[src/rtl/ram_arbiter.sv]
`default_nettype none
// ============================================================================
// Module   : ram_arbiter
// Purpose  : Round-robin arbiter and single-access sequencer in front of the
//            byte-addressed, big-endian data RAM. Two requesters (m0 = core
//            load/store unit, m1 = loader/debug port) share the RAM, one
//            transaction per grant. Each accepted request gets alignment and
//            range checks, one cycle of RAM strobes, and a held response.
// Ports    : CLK, reset (sync, active-low)
//            mX_req_{valid,ready,we,size,unsigned,addr,wdata}  request side
//            mX_rsp_{valid,ready,rdata,fault}                  response side
//            ram_{addr,wdata,memread,memwrite,storeops,rdata}  RAM side
// Revision : 1.0  initial release
// ============================================================================
module ram_arbiter #(
  parameter int MEM_BYTES = 1024
) (
  input  logic        CLK,
  input  logic        reset,
  // requester 0
  input  logic        m0_req_valid,
  output logic        m0_req_ready,
  input  logic        m0_req_we,
  input  logic [1:0]  m0_req_size,
  input  logic        m0_req_unsigned,
  input  logic [31:0] m0_req_addr,
  input  logic [31:0] m0_req_wdata,
  output logic        m0_rsp_valid,
  input  logic        m0_rsp_ready,
  output logic [31:0] m0_rsp_rdata,
  output logic        m0_rsp_fault,
  // requester 1
  input  logic        m1_req_valid,
  output logic        m1_req_ready,
  input  logic        m1_req_we,
  input  logic [1:0]  m1_req_size,
  input  logic        m1_req_unsigned,
  input  logic [31:0] m1_req_addr,
  input  logic [31:0] m1_req_wdata,
  output logic        m1_rsp_valid,
  input  logic        m1_rsp_ready,
  output logic [31:0] m1_rsp_rdata,
  output logic        m1_rsp_fault,
  // RAM
  output logic [31:0] ram_addr,
  output logic [31:0] ram_wdata,
  output logic        ram_memread,
  output logic        ram_memwrite,
  output logic [1:0]  ram_storeops,
  input  logic [31:0] ram_rdata
);

  // Store-op encodings shared with the RAM (defs.v STORE_B/H/W)
  localparam logic [1:0] STORE_B = 2'b00;
  localparam logic [1:0] STORE_H = 2'b01;
  localparam logic [1:0] STORE_W = 2'b10;

  localparam logic [1:0] SIZE_B  = 2'b00;
  localparam logic [1:0] SIZE_H  = 2'b01;
  localparam logic [1:0] SIZE_W  = 2'b10;

  localparam logic [1:0] IDLE    = 2'd0;
  localparam logic [1:0] ACCESS  = 2'd1;
  localparam logic [1:0] RESP    = 2'd2;

  logic [1:0]  r_state;
  logic [1:0]  w_next_state;
  logic        r_last_grant;
  logic        r_owner;
  logic        r_we;
  logic        r_uns;
  logic        r_fault;
  logic [1:0]  r_size;
  logic [31:0] r_addr;
  logic [31:0] r_wdata;
  logic [31:0] r_rdata;

  logic        w_grant0;
  logic        w_grant1;
  logic        w_accept;
  logic        w_sel;
  logic        w_sel_we;
  logic        w_sel_uns;
  logic [1:0]  w_sel_size;
  logic [31:0] w_sel_addr;
  logic [31:0] w_sel_wdata;
  logic [32:0] w_end_addr;
  logic        w_fault;
  logic [31:0] w_load_data;
  logic        w_owner_rsp_ready;

  // Round-robin grant, only offered while idle. On a tie the port that did
  // not win last time goes; last_grant resets to 1 so m0 wins the first tie.
  always_comb begin
    w_grant0 = 1'b0;
    w_grant1 = 1'b0;
    if (r_state == IDLE) begin
      if (m0_req_valid && m1_req_valid) begin
        w_grant0 = r_last_grant;
        w_grant1 = !r_last_grant;
      end else begin
        w_grant0 = m0_req_valid;
        w_grant1 = m1_req_valid;
      end
    end
  end

  assign w_accept    = w_grant0 | w_grant1;
  assign w_sel       = w_grant1;
  assign w_sel_we    = w_sel ? m1_req_we       : m0_req_we;
  assign w_sel_uns   = w_sel ? m1_req_unsigned : m0_req_unsigned;
  assign w_sel_size  = w_sel ? m1_req_size     : m0_req_size;
  assign w_sel_addr  = w_sel ? m1_req_addr     : m0_req_addr;
  assign w_sel_wdata = w_sel ? m1_req_wdata    : m0_req_wdata;
  assign w_owner_rsp_ready = r_owner ? m1_rsp_ready : m0_rsp_ready;

  // Fault check on the request being accepted. The end address is formed
  // 33 bits wide so an address near 2^32 cannot wrap into range.
  always_comb begin
    case (w_sel_size)
      SIZE_B:  w_end_addr = {1'b0, w_sel_addr} + 33'd1;
      SIZE_H:  w_end_addr = {1'b0, w_sel_addr} + 33'd2;
      default: w_end_addr = {1'b0, w_sel_addr} + 33'd4;
    endcase
    w_fault = (w_end_addr > 33'(MEM_BYTES));
    case (w_sel_size)
      SIZE_H:  if (w_sel_addr[0])          w_fault = 1'b1;
      SIZE_W:  if (w_sel_addr[1:0] != 2'b00) w_fault = 1'b1;
      SIZE_B:  ;
      default: w_fault = 1'b1;
    endcase
  end

  // Big-endian RAM: the addressed byte sits in the top lane.
  always_comb begin
    case (r_size)
      SIZE_B:  w_load_data = {{24{!r_uns & ram_rdata[31]}}, ram_rdata[31:24]};
      SIZE_H:  w_load_data = {{16{!r_uns & ram_rdata[31]}}, ram_rdata[31:16]};
      default: w_load_data = ram_rdata;
    endcase
    if (r_we || r_fault) w_load_data = 32'd0;
  end

  // State register
  always_ff @(posedge CLK) begin
    if (!reset) r_state <= IDLE;
    else        r_state <= w_next_state;
  end

  // Next-state logic
  always_comb begin
    w_next_state = r_state;
    case (r_state)
      IDLE:    if (w_accept) w_next_state = ACCESS;
      ACCESS:  w_next_state = RESP;
      RESP:    if (w_owner_rsp_ready) w_next_state = IDLE;
      default: w_next_state = IDLE;
    endcase
  end

  // Request latch and response capture
  always_ff @(posedge CLK) begin
    if (!reset) begin
      r_last_grant <= 1'b1;
      r_owner      <= 1'b0;
      r_we         <= 1'b0;
      r_uns        <= 1'b0;
      r_fault      <= 1'b0;
      r_size       <= 2'b00;
      r_addr       <= 32'd0;
      r_wdata      <= 32'd0;
      r_rdata      <= 32'd0;
    end else begin
      if (w_accept) begin
        r_last_grant <= w_sel;
        r_owner      <= w_sel;
        r_we         <= w_sel_we;
        r_uns        <= w_sel_uns;
        r_fault      <= w_fault;
        r_size       <= w_sel_size;
        r_addr       <= w_sel_addr;
        r_wdata      <= w_sel_wdata;
      end
      if (r_state == ACCESS) r_rdata <= w_load_data;
    end
  end

  // Outputs. The write strobe is gated by reset so that no store lands on
  // the edge at which the block is being reset.
  always_comb begin
    m0_req_ready = w_grant0;
    m1_req_ready = w_grant1;
    m0_rsp_valid = 1'b0;
    m0_rsp_rdata = 32'd0;
    m0_rsp_fault = 1'b0;
    m1_rsp_valid = 1'b0;
    m1_rsp_rdata = 32'd0;
    m1_rsp_fault = 1'b0;
    ram_addr     = r_addr;
    ram_wdata    = r_wdata;
    ram_memread  = 1'b0;
    ram_memwrite = 1'b0;
    ram_storeops = STORE_B;
    case (r_state)
      ACCESS: begin
        ram_memwrite = r_we && !r_fault && reset;
        ram_memread  = !r_we && !r_fault;
        case (r_size)
          SIZE_B:  ram_storeops = STORE_B;
          SIZE_H:  ram_storeops = STORE_H;
          default: ram_storeops = STORE_W;
        endcase
      end
      RESP: begin
        if (r_owner) begin
          m1_rsp_valid = 1'b1;
          m1_rsp_rdata = r_rdata;
          m1_rsp_fault = r_fault;
        end else begin
          m0_rsp_valid = 1'b1;
          m0_rsp_rdata = r_rdata;
          m0_rsp_fault = r_fault;
        end
      end
      default: ;
    endcase
  end

endmodule
`default_nettype wire

[config.mk]
export PLATFORM = sky130hd
export DESIGN_NAME = ram_arbiter
export DESIGN_NICKNAME = d
export VERILOG_FILES = /design/src/rtl/ram_arbiter.sv
export SDC_FILE = /design/constraint.sdc
export NUM_CORES = 1
export LEC_CHECK = 0
export ABC_CLOCK_PERIOD_IN_PS = 5400
export CORE_UTILIZATION = 30
export CTS_CLUSTER_SIZE = 12
export DETAILED_ROUTE_END_ITERATION = 12
export PLACE_DENSITY = 0.6
export SETUP_SLACK_MARGIN = 0.02
export SLEW_MARGIN = 10
export SYNTH_ARGS = -nofsm -noshare
export SYNTH_HDL_FRONTEND = slang
export SYNTH_SLANG_ARGS = --single-unit
[constraint.sdc]
create_clock -name CLK -period 5.4 [get_ports CLK]
set_clock_uncertainty 0.15 [all_clocks]
set_input_delay 1.08 -clock CLK [delete_from_list [all_inputs] [get_ports CLK]]
set_output_delay 1.08 -clock CLK [all_outputs]
set_load 0.01 [all_outputs]
-- Word-level counts from Yosys, hierarchy flattened
Cells that the tools add are included.
- muxes and demuxes: 35
- magnitude comparators: 1
- add/sub/neg operators: 3
- bitwise gates (word level): 2
- reduce and logical (&&, ||, !) cells: 14
- equal/unequal tests: 7
- operators by type and width (operator ; count):
    two-way mux 32 bit ; 7
    one-hot mux 33 bit (2 select lines) ; 1
    one-hot mux 32 bit (2 select lines) ; 1
    adder 32 x 1 -> 33 bit, second input constant ; 1
    adder 32 x 2 -> 33 bit, second input constant ; 1
    adder 32 x 3 -> 33 bit, second input constant ; 1
    greater-than comparator 33 x 11 -> 1 bit, second input constant ; 1
    two-way mux 1 bit ; 19
    two-way mux 2 bit ; 4
    == test 2 x 1 -> 1 bit, second input constant ; 3
    zero test 2 bit ; 3
    one-hot mux 2 bit (3 select lines) ; 1
    == test 2 bit, second input constant ; 2
    logical AND 1 bit ; 4
    zero test 1 bit ; 4
    != test 2 bit, second input constant ; 2
    one-hot mux 2 bit (2 select lines) ; 1
    one-hot mux 1 bit (3 select lines) ; 1
    AND reduction 2 bit ; 1
    nonzero test 2 bit ; 1
    bitwise AND 1 bit ; 1
    logical OR 1 bit ; 1
    bitwise OR 1 bit ; 1
- output and inout bits: 138
- bits of input ports: 174
- logic and storage cells: 72
- register bits after elaboration: 105

-- Depth between registers and ports, before layout
Gate-level depths: netlist of the first run.
- depth in word-level cells: 9
- gate-level depth with buffers: 18
- depth with buffers taken out: 16

-- Least setup slack after synthesis of the first run
Ideal clock, no wire load.
- path kind: input to register
- start point: input m1_req_valid
- end point: register r_fault
- path buffers: 4
- setup time: 0.128 ns
- data required time: 5.122 ns
- stages on the path: 17
- path slack: 0.077 ns
- arrival: 5.045 ns
- cells stage by stage: nor3b_2 > nand2_2 > clkbuf_1 > buf_1 > clkbuf_1 > mux2i_1 > ha_1 > clkbuf_1 > inv_1 > or3_1 > mux2i_1 > nand3_1 > nor4_1 > a221oi_1 > or4_1 > o31ai_1 > o31ai_1
- longest elaborated chain between the ends: 9
- elaborated cells between the ends (all ways): 20
- classes of those cells: add/sub (3); order compare (1); eq/ne (2); mux (10); bitwise (1); reduce/logical (3)
- ends and longest elaborated chain (element ; line ; text):
    from (decl) ; 33 ; input logic m1_req_valid,
    logical AND 1 bit ; 98 ; if (m0_req_valid && m1_req_valid) begin
    two-way mux 1 bit ; 98 ;
    two-way mux 1 bit ; 97 ; if (r_state == IDLE) begin
    two-way mux 32 bit or two-way mux 2 bit (tied branches) ; 113, 112 ;
    adder 32 x 3 -> 33 bit (tied with other cells) ; 123 ; default: w_end_addr = {1'b0, w_sel_addr} + 33'd4;
    one-hot mux 33 bit (2 select lines) ; 120 ; case (w_sel_size)
    greater-than comparator 33 x 11 -> 1 bit ; 125 ; w_fault = (w_end_addr > 33'(MEM_BYTES));
    two-way mux 1 bit (on tied branches) ; 128, 127 ;
    one-hot mux 1 bit (3 select lines) ; 126 ; case (w_sel_size)
    to (signal assigned) ; 179 ; r_fault <= w_fault;
    to (decl) ; 72 ; logic r_fault;
Parallel ways exist; a longest one is shown, timed or not.
A chain may end at the register's enable or synchronous reset.

-- Final worst setup path of the first run
- start point: input m1_req_valid
- end point: register r_fault
- longest elaborated chain between the ends: 9
- elaborated cells between the ends (all ways): 20
- classes of those cells: add/sub (3); order compare (1); eq/ne (2); mux (10); bitwise (1); reduce/logical (3)
- ends and longest elaborated chain (element ; line ; text):
    logical AND 1 bit ; 98 ;
    two-way mux 1 bit * ; 98 ;
    two-way mux 1 bit * ; 97 ;
    two-way mux 32 bit * ; 113 ; assign w_sel_addr = w_sel ? m1_req_addr : m0_req_addr;
    named net w_sel_addr[2] ; 85 ; logic [31:0] w_sel_addr;
    adder 32 x 3 -> 33 bit (tied with other cells) ; 123 ;
    one-hot mux 33 bit (2 select lines) * ; 120 ;
    greater-than comparator 33 x 11 -> 1 bit * ; 125 ;
    two-way mux 1 bit (on tied branches) ; 128, 127 ;
    one-hot mux 1 bit (3 select lines) * ; 126 ;
Mark *: on every way through the listed nets, which the timed path passes. The rest lies on a longest branch.

==> results.py, run 1 <==
metrics = {
    "status": {
        "status": "finished, final reports clean",
    },
    "floorplan": {
        "io_pins": 312,
        "die_area_um2": 29300,
        "num_rows": 61,
        "start_util_pct": 30.7,
        "dieHeight_um": 171,
        "die_w_um": 171,
        "core_area_um2": 27900,
    },
    "logic_synthesis": {
        "synth_simple_gate_area_share_pct": 31.2,
        "synth-edff-count": 0,
        "yosys.area.top_type": "dfxtp_1",
        "synth_flop_cell": "dfxtp_1",
        "synth_compound_area_share_pct": 26.4,
        "yosysWarnings": 0,
        "ys_top_cells_by_area": "dfxtp_1 (25%), nand2_1 (8.2%), o211a_1 (7.7%)",
        "synth_cell_type_count": 73,
        "synth_top_family_by_area": "simple AND/OR/NAND/NOR gates",
        "synthCells": 1159,
        "synth_top_cell_area_share_pct": 24.5,
        "synthAdderAreaFrac_pct": 1.17,
        "synthArstFlopShare_pct": 0,
        "synth_xor_area_share_pct": 4.49,
        "synth.area.mux_share_pct": 6.84,
        "ys_seq_elements": 105,
        "yosysSeqAreaShare_pct": 24.5,
        "syn-num-nets": 1341,
        "syn_area_per_cell_um2": 7.40,
        "syn_area_um2": 8580,
    },
    "critical_path": {
        "crit_type": "in -> reg",
        "path_delay_family": "compound AO/OA/AOI/OAI gates",
        "cp.required_ns": 5.48,
        "slowest_delay_ns": 0.59,
        "startpoint_type": "primary input",
        "cp_max_fo": 10,
        "critPathCaptureType": "register",
        "reg2reg_depth": 14,
        "slowest_stage": "or4_1",
        "critPathMostFrequentCell": "o31ai_1",
        "cp.arrival_ns": 5.22,
        "r2r_setup_slack_ns": 1.12,
        "reg2reg_to": "r_fault",
        "crit_path_cell_trace": "clkdlybuf4s50_1, or3b_1, o21ai_0, o21ai_1, ha_2, buf_4, inv_1, nor3_1, o41a_1, o31a_1, nor4_1, a31oi_1, or4_1, o31ai_1, o31ai_1",
        "crit_buf_inv": 3,
        "r2r_start": "r_state[1]",
        "cp.depth": 15,
    },
    "run": {
        "max-cap-violations": 0,
    },
    "global_route": {
        "grt_pass1_wl_mm": 60.5,
        "antenna_found_initial": 0,
        "gr-total-overflow": 0,
        "grt_pass1_vias": 9880,
        "grt_max_degree": 70,
        "grt_usage_pct": 27.0,
    },
    "finish": {
        "layout.nets": 1706,
        "syn_to_final_growth_pct": 53.5,
        "drive_gt1_share_pct": 11.6,
        "layout_commonest_cell": "clkdlybuf4s50_1",
        "diodes": 0,
        "final_cell_mix": "clkdlybuf4s50_1 (310), nand2_1 (187), buf_4 (132)",
    },
    "drt": {
        "ant_nets": 0,
        "drt_drc_violations_left": 0,
        "drt_iter0_markers": 777,
        "drt-total-wl_mm": 40.8,
        "vias_per_cell": 5.47,
        "avgRoutedWirePerCell_um": 21.4,
        "drtPass1Iterations": 5,
        "vias": 10438,
    },
    "timing": {
        "hold_viol": 0,
        "grt_setup_unrepaired": "false",
        "slew_viol_final": 0,
        "setup_ws_ns": 0.258,
        "finalHoldWorstSlack_ns": 0.320,
        "worst_slew_pin_slew_ns": 0.979,
        "final_period_minus_worst_setup_slack_ns": 5.14,
        "setup_tns_ns": 0,
        "fmax_mhz": 194,
        "min_period_over_period_pct": 95.2,
        "relSlewSlack_pct": 34.7,
        "finalSetupViolations": 0,
    },
    "cts": {
        "holdBufCountCts": 0,
        "cts-resized-gates": 0,
        "cts_tree": "done",
        "clk_latency_ns": 0.34,
        "cts.path.max_buffers": 2,
        "cts_sinks": 105,
        "numCtsBuffers": 9,
        "root_buffer": "clkbuf_16",
        "cts_setup_buffers": 0,
        "htree_levels": 3,
        "clkTransAtPathRegs_ns": 0.08,
    },
    "power": {
        "power_density_nw_per_um2": 227,
        "p_leak_nw": 5.35,
        "ir_drop_v": 0.000144,
    },
    "min_path": {
        "min_path_cells": 2,
        "whs_endpoint": "r_rdata[25]",
        "hold_start": "r_rdata[25]",
        "hold_class": "reg -> reg",
    },
    "place": {
        "hpwl_mm": 32.0,
        "portBuffers": 311,
        "dp_slack_ns": -0.216,
        "gp_congestion": 0.944,
    },
}
-- synth_stat cells, types with 27 or more instances --
master / n
and2_1: 70
dfxtp_1: 105
xnor2_1: 32
o21ai_0: 57
clkbuf_1: 69
a21oi_1: 44
o211a_1: 66
mux2i_1: 44
nand3_1: 64
nand4_1: 41
nand2_1: 187
nor3_1: 27
nor2_1: 45
-- tightest hold or removal path: cells and delay by family, from the launching register on --
kind	cells	cell delay (ns)
flops	1	0.31
compound gates	1	0.06
simple gates	1	0.05
-- logic make-up (layout without fill, tap and decap cells) --
kind of cell               after synthesis  after routing
and+or+nand+nor                        526            526
AOI/OAI and AO/OA                      304            304
buffers and inverters                  115            485
DFF                                    105            105
muxes                                   57             57
xor gates and xnor gates                44             44
adders and majority gates                8              8
-- layer usage --
| metal | track usage, % | vias to the layer above | wire, um |
|---|---|---|---|
| met5 | 0 | - | 0 |
| met4 | 9.90 | 0 | 1410 |
| met3 | 4.02 | 81 | 2530 |
| met2 | 44.0 | 445 | 18900 |
| met1 | 35.7 | 4896 | 17900 |
| li1 | - | 5016 | - |
-- report_power, final --
part	internal, mW	switching [mW]	leakage (nW)
Sequential	0.886	0.0849	0.866
Combinational	0.627	0.716	4.34
Clock	0.374	0.299	0.149
Total	1.89	1.10	5.35
-- flip-flops by register name, summed over array words and instances (netlist names) --
signal / flops
r_owner: 1
r_we: 1
ram_addr: 32
r_rdata: 32
r_size: 2
ram_wdata: 32
r_uns: 1
r_fault: 1
r_last_grant: 1
r_state: 2
-- stage by stage --
stage	total power, mW	std cells	instance area (um^2)	utilization [%]
CTS	3.00	1907	13100	47.0
detailed placement	2.31	1891	12800	46.0
finish	2.99	1907	13200	47.2
global placement	2.32	1891	12800	46.0
global route	3.16	1907	13200	47.2
floorplan	1.62	1159	8580	-
-- area by class of cell --
cell class                      count  area (um^2)
Sequential cell                   105         2100
Multi-Input combinational cell    939         6050
Inverter                           23         87.6
Fill cell                        2832        14800
Clock buffer                       10          239
Tap cell                          378          473
Timing Repair Buffer              446         4150
Clock inverter                      6         65.1
-- how the worst max path moves through the flow --
stage	from	endpoint	slack, ns
floorplan	m1_req_valid	r_fault	0.08
global placement	m1_req_valid	r_fault	-0.13
detailed placement	m1_req_valid	r_fault	-0.22
CTS	m1_req_valid	r_fault	0.13
global route	m1_req_valid	r_fault	0.03
finish	m1_req_valid	r_fault	0.26
Note: power is estimated with default switching activity, not from simulation.
==> run 2, diff against run 1 <==
--- a/config.mk
+++ b/config.mk
@@ -6,10 +6,10 @@
 export NUM_CORES = 1
 export LEC_CHECK = 0
 export ABC_CLOCK_PERIOD_IN_PS = 5400
-export CORE_UTILIZATION = 30
+export CORE_UTILIZATION = 42
 export CTS_CLUSTER_SIZE = 12
 export DETAILED_ROUTE_END_ITERATION = 12
-export PLACE_DENSITY = 0.6
+export PLACE_DENSITY = 0.79
 export SETUP_SLACK_MARGIN = 0.02
 export SLEW_MARGIN = 10
 export SYNTH_ARGS = -nofsm -noshare
==> run 2 against run 1 <==
Non-clock buffer count shrank 14; cell count shrank 6.7%; core utilization grew 18 points; routed wire length shrank 4.4%; register-to-register slack is essentially flat; cell area shrank 2.0%; via count grew 3.4%; combinational power is essentially flat; clock power grew 6.5%; global-route usage grew 9.2 points; flip-flop and latch count is the same; critical endpoint unchanged; highest routed layer unchanged.
==> results.py, run 2 (synthesis gave the netlist of run 1 again) <==
metrics = {
    "timing": {
        "finalHoldWorstSlack_ns": 0.326,
        "final_period_minus_worst_setup_slack_ns": 5.09,
        "worst_slew_pin_slew_ns": 0.981,
        "slew_viol_final": 0,
        "setup_tns_ns": 0,
        "min_period_over_period_pct": 94.3,
        "finalSetupViolations": 0,
        "fmax_mhz": 196,
        "relSlewSlack_pct": 34.6,
        "hold_viol": 0,
        "grt_setup_unrepaired": "false",
        "setup_ws_ns": 0.306,
    },
    "floorplan": {
        "io_pins": 312,
        "start_util_pct": 43.5,
        "dieHeight_um": 145,
        "core_area_um2": 19700,
        "num_rows": 51,
        "die_w_um": 145,
        "die_area_um2": 21000,
    },
    "place": {
        "hpwl_mm": 30.4,
        "portBuffers": 311,
        "dp_cells": 1764,
        "dp_slack_ns": -0.0666,
        "placed_cell_area_um2": 12600,
        "gp_congestion": 1.02,
    },
    "critical_path": {
        "slowest_delay_ns": 0.59,
        "crit_buf_inv": 6,
        "cp.arrival_ns": 5.18,
        "crit_type": "in -> reg",
        "path_delay_family": "simple AND/OR/NAND/NOR gates",
        "slowest_stage": "or4_1",
        "startpoint_type": "primary input",
        "crit_path_cell_trace": "clkdlybuf4s50_1, nor3b_2, nand2_2, buf_4, clkinv_2, mux2i_1, inv_1, ha_2, buf_4, inv_1, or4_1, o32ai_1, nand2b_1, xnor2_1, and4_1, a221oi_1, or4_1, o31ai_1, o31ai_1",
        "cp_max_fo": 6,
        "cp.required_ns": 5.48,
        "critPathCaptureType": "register",
    },
    "power": {
        "power_mw": 3.01,
        "power_frac_comb_pct": 44.0,
        "ir_drop_v": 0.000225,
        "power_density_nw_per_um2": 233,
        "p_sw_mw": 1.10,
        "p_int_mw": 1.91,
        "p_leak_nw": 5.28,
        "pwr-share-clk_pct": 23.8,
        "pwr-share-seq_pct": 32.2,
        "power_switching_share_pct": 36.6,
    },
    "finish": {
        "utilization_pct": 65.4,
        "instances_no_fill": 1780,
        "diodes": 0,
        "layout_commonest_cell": "clkdlybuf4s50_1",
        "syn_to_final_growth_pct": 50.4,
        "drive_gt1_share_pct": 10.6,
        "layout.nets": 1692,
        "final_cell_mix": "clkdlybuf4s50_1 (310), nand2_1 (187), buf_4 (120)",
        "stdcell_area_um2": 12900,
    },
    "global_route": {
        "grt_usage_pct": 36.2,
        "antenna_found_initial": 0,
        "grt_max_degree": 106,
        "grt_pass1_vias": 10221,
        "gr-total-overflow": 0,
        "grt_pass1_wl_mm": 60.0,
    },
    "cts": {
        "cts_setup_buffers": 0,
        "clkTransAtPathRegs_ns": 0.07,
        "cts-resized-gates": 0,
        "cts.path.max_buffers": 2,
        "holdBufCountCts": 0,
        "cts_tree": "done",
        "clk_latency_ns": 0.35,
        "root_buffer": "clkbuf_16",
        "numCtsBuffers": 9,
        "cts_sinks": 105,
        "htree_levels": 3,
    },
    "drt": {
        "vias_per_cell": 6.07,
        "vias": 10798,
        "drt-total-wl_mm": 39.0,
        "ant_nets": 0,
        "drt_iter0_markers": 985,
        "avgRoutedWirePerCell_um": 21.9,
        "drt_drc_violations_left": 0,
        "drtPass1Iterations": 6,
    },
    "status": {
        "status": "finished, final reports clean",
    },
    "min_path": {
        "hold_class": "reg -> reg",
    },
    "run": {
        "max-cap-violations": 0,
    },
}
-- run 2: cell count changes in the layout (fill, tap and decap cells not counted), sizes merged --
cell    before  now
buf        136  122
bufinv       1    2
clkinv       3    2
-- run 2: power groups by stage --
stage               Combinational (mW)  Clock [mW]  Sequential, mW
global route                      1.41       0.757           0.984
floorplan                        0.623           0           0.997
CTS                               1.31       0.725           0.969
global placement                  1.30           0           0.981
finish                            1.33       0.717           0.970
detailed placement                1.30           0           0.985
-- run 2: worst paths after layout --
check,from,endpoint,slack [ns],cells past startpoint
worst min-delay path,r_rdata[28],r_rdata[28],0.33,2
worst min register to register,r_rdata[28],r_rdata[28],0.33,2
worst max-delay path,m1_req_valid,r_fault,0.31,19
worst max register to register,r_state[1],r_fault,1.13,18
-- run 2: worst register-to-register path: cells and delay by family, from the launching register on --
| family | cells | cell delay [ns] |
|---|---|---|
| flops | 1 | 0.37 |
| simple gates | 6 | 1.84 |
| compound gates | 4 | 0.84 |
| buf+inv | 5 | 0.50 |
| fa+ha+maj | 1 | 0.22 |
| mux | 1 | 0.08 |
| xor+xnor | 1 | 0.15 |
-- run 2: final cells by class --
cell class / instances / area (um^2)
fill: 1714 / 6810
clock buffer: 10 / 229
tap: 265 / 332
sequential: 105 / 2100
timing repair buffer: 432 / 4030
multi-input combinational: 939 / 6040
clock inverter: 6 / 90.1
inverter: 23 / 87.6
-- run 2: layer usage --
layer | GRT usage, % | vias up | share of wire (%)
met5 | 0 | - | 0
met4 | 14.4 | 0 | 4.2
met3 | 7.08 | 118 | 8.4
met2 | 59.0 | 634 | 46
met1 | 46.5 | 5076 | 41
li1 | - | 4970 | -
==> run 3, diff against run 2 <==
--- a/config.mk
+++ b/config.mk
@@ -6,6 +6,7 @@
 export NUM_CORES = 1
 export LEC_CHECK = 0
 export ABC_CLOCK_PERIOD_IN_PS = 5400
+export CORE_MARGIN = 2
 export CORE_UTILIZATION = 42
 export CTS_CLUSTER_SIZE = 12
 export DETAILED_ROUTE_END_ITERATION = 12
==> run 3 against run 2 <==
Routed wire length shrank 1.4%; sequential power barely moved; cell count is 0.73% lower; register-to-register slack improved by 0.10 ns; global-route usage is 2.1 points lower; hold slack worse by 0.0034 ns; fmax grew 0.54%; count of clock-buffer cells in the layout fell by 1; clock power fell by 6.8%; total power fell by 2.3%; flip-flop and latch count did not move; critical endpoint unchanged.
==> results.py, run 3 (synthesis gave the netlist of run 1 again) <==
metrics = {
    "timing": {
        "slew_viol_final": 0,
        "hold_viol": 0,
        "finalHoldWorstSlack_ns": 0.323,
        "finalSetupViolations": 0,
        "grt_setup_unrepaired": "false",
        "final_period_minus_worst_setup_slack_ns": 5.07,
        "worst_slew_pin_slew_ns": 1.01,
        "min_period_over_period_pct": 93.8,
        "relSlewSlack_pct": 32.9,
        "fmax_mhz": 197,
    },
    "critical_path": {
        "slowest_stage": "or4_1",
        "cp.depth": 17,
        "path_delay_family": "simple AND/OR/NAND/NOR gates",
        "critPathCaptureType": "register",
        "crit_type": "in -> reg",
        "cp_max_fo": 6,
        "slowest_delay_ns": 0.55,
        "reg2reg_depth": 15,
        "cp.arrival_ns": 5.15,
        "crit_path_cell_trace": "clkdlybuf4s50_1, nor3b_2, nand2_2, clkinv_2, mux2i_1, inv_1, ha_1, nand3_2, or4_1, o22ai_1, a21oi_1, o31a_1, a211oi_1, nand4_1, or4_1, o31ai_1, o31ai_1",
        "startpoint_type": "primary input",
        "cp.required_ns": 5.48,
        "crit_buf_inv": 3,
    },
    "cts": {
        "cts.path.max_buffers": 2,
        "numCtsBuffers": 9,
        "clk_latency_ns": 0.35,
        "root_buffer": "clkbuf_16",
        "cts_tree": "done",
        "clkTransAtPathRegs_ns": 0.08,
        "holdBufCountCts": 0,
        "htree_levels": 3,
        "cts_sinks": 105,
    },
    "finish": {
        "diodes": 0,
        "layout_commonest_cell": "clkdlybuf4s50_1",
        "syn_to_final_growth_pct": 48.7,
        "drive_gt1_share_pct": 9.55,
        "instances_no_fill": 1767,
        "final_cell_mix": "clkdlybuf4s50_1 (310), nand2_1 (187), dfxtp_1 (105)",
        "layout.nets": 1674,
        "stdcell_area_um2": 12800,
    },
    "floorplan": {
        "core_area_um2": 20200,
        "io_pins": 312,
        "dieHeight_um": 147,
        "start_util_pct": 42.5,
        "die_w_um": 147,
        "die_area_um2": 21600,
        "num_rows": 52,
    },
    "status": {
        "status": "finished, final reports clean",
    },
    "drt": {
        "met1Wirelength_mm": 15.6,
        "vias_per_cell": 6.05,
        "routed-wl-met3_mm": 3.39,
        "top_layer": "met4",
        "dr_wl_met2_mm": 17.8,
        "vias": 10690,
        "drt_drc_violations_left": 0,
        "ant_nets": 0,
        "drt_iter0_markers": 931,
        "avgRoutedWirePerCell_um": 21.8,
        "drtPass1Iterations": 6,
        "drt-total-wl_mm": 38.4,
    },
    "min_path": {
        "hold_class": "reg -> reg",
        "min_path_cells": 2,
    },
    "global_route": {
        "grt_pass1_wl_mm": 58.4,
        "antenna_found_initial": 0,
        "grt_pass1_vias": 10150,
        "gr-total-overflow": 0,
        "grt_max_degree": 106,
        "grt_usage_pct": 34.1,
    },
    "place": {
        "placed_cell_area_um2": 12400,
        "portBuffers": 311,
        "dp_cells": 1751,
        "gp_congestion": 1.05,
        "hpwl_mm": 29.6,
    },
    "run": {
        "max-cap-violations": 0,
    },
    "power": {
        "power_mw": 2.94,
        "p_leak_nw": 5.19,
        "ir_drop_v": 0.000224,
        "power_density_nw_per_um2": 231,
    },
}
## run 3: cell types whose count changed in the layout (fill, tap and decap cells not counted), sizes merged
cell / before / now
buf: 122 / 104
bufinv: 2 / 0
clkbuf: 10 / 9
clkinv: 2 / 5
clkinvlp: 1 / 0
inv: 24 / 25
## run 3: path summary, 6_finish.rpt
kind	startpoint	end	slack, ns
setup / recovery	m1_req_valid	r_fault	0.33
hold / removal	r_rdata[29]	r_rdata[29]	0.32
setup reg to reg	r_state[0]	r_fault	1.23
hold reg to reg	r_rdata[29]	r_rdata[29]	0.32
## run 3: worst reg2reg max path, cell delays in order, from the launching register on
cell and delay (ns):
dfxtp_1 0.46, nor3b_2 0.09, nand2_2 0.13, buf_4 0.39, mux2i_1 0.17, buf_4 0.17, ha_1 0.21, nor2_1 0.38
nand3_1 0.14, a31oi_1 0.25, o2111ai_1 0.12, o21ai_0 0.26, a31oi_1 0.18, or4_1 0.58, o31ai_1 0.26, o31ai_1 0.10
## run 3: report_power, final
| part | internal (mW) | leakage [nW] | switching [mW] | total (mW) |
|---|---|---|---|---|
| Clock | 0.328 | 0.147 | 0.340 | 0.668 |
| Sequential | 0.886 | 0.866 | 0.0848 | 0.971 |
| Combinational | 0.602 | 4.17 | 0.703 | 1.31 |
## run 3: repair_timing
item                                    CTS  global route
buffers inserted                          0             0
gates resized for setup                   0             3
endpoints found under the setup margin    0             1
## run 3: area by class of cell
cell class,count,area [um^2]
clock buffer,9,225
clock inverter,7,73.8
fill,1818,7420
inverter,23,87.6
multi-input combinational,939,6030
sequential,105,2100
tap,270,338
timing repair buffer,414,3890
## run 3: per-layer routing
layer / vias to the layer above / track usage [%]
li1: 4937 / -
met5: - / 0
met4: 0 / 13.3
met1: 5016 / 44.0
met3: 116 / 6.21
met2: 621 / 56.8
## run 3: stage by stage
step / utilization (%) / setup TNS, ns / setup WS, ns
final: 63.2 / 0 / 0.334
after detailed placement: 61.7 / -0.123 / -0.123
after CTS: 63.2 / 0 / 0.247
after global placement: 61.7 / -0.155 / -0.155
after global routing: 63.2 / 0 / 0.0213
after floorplan: - / 0 / 0.0767
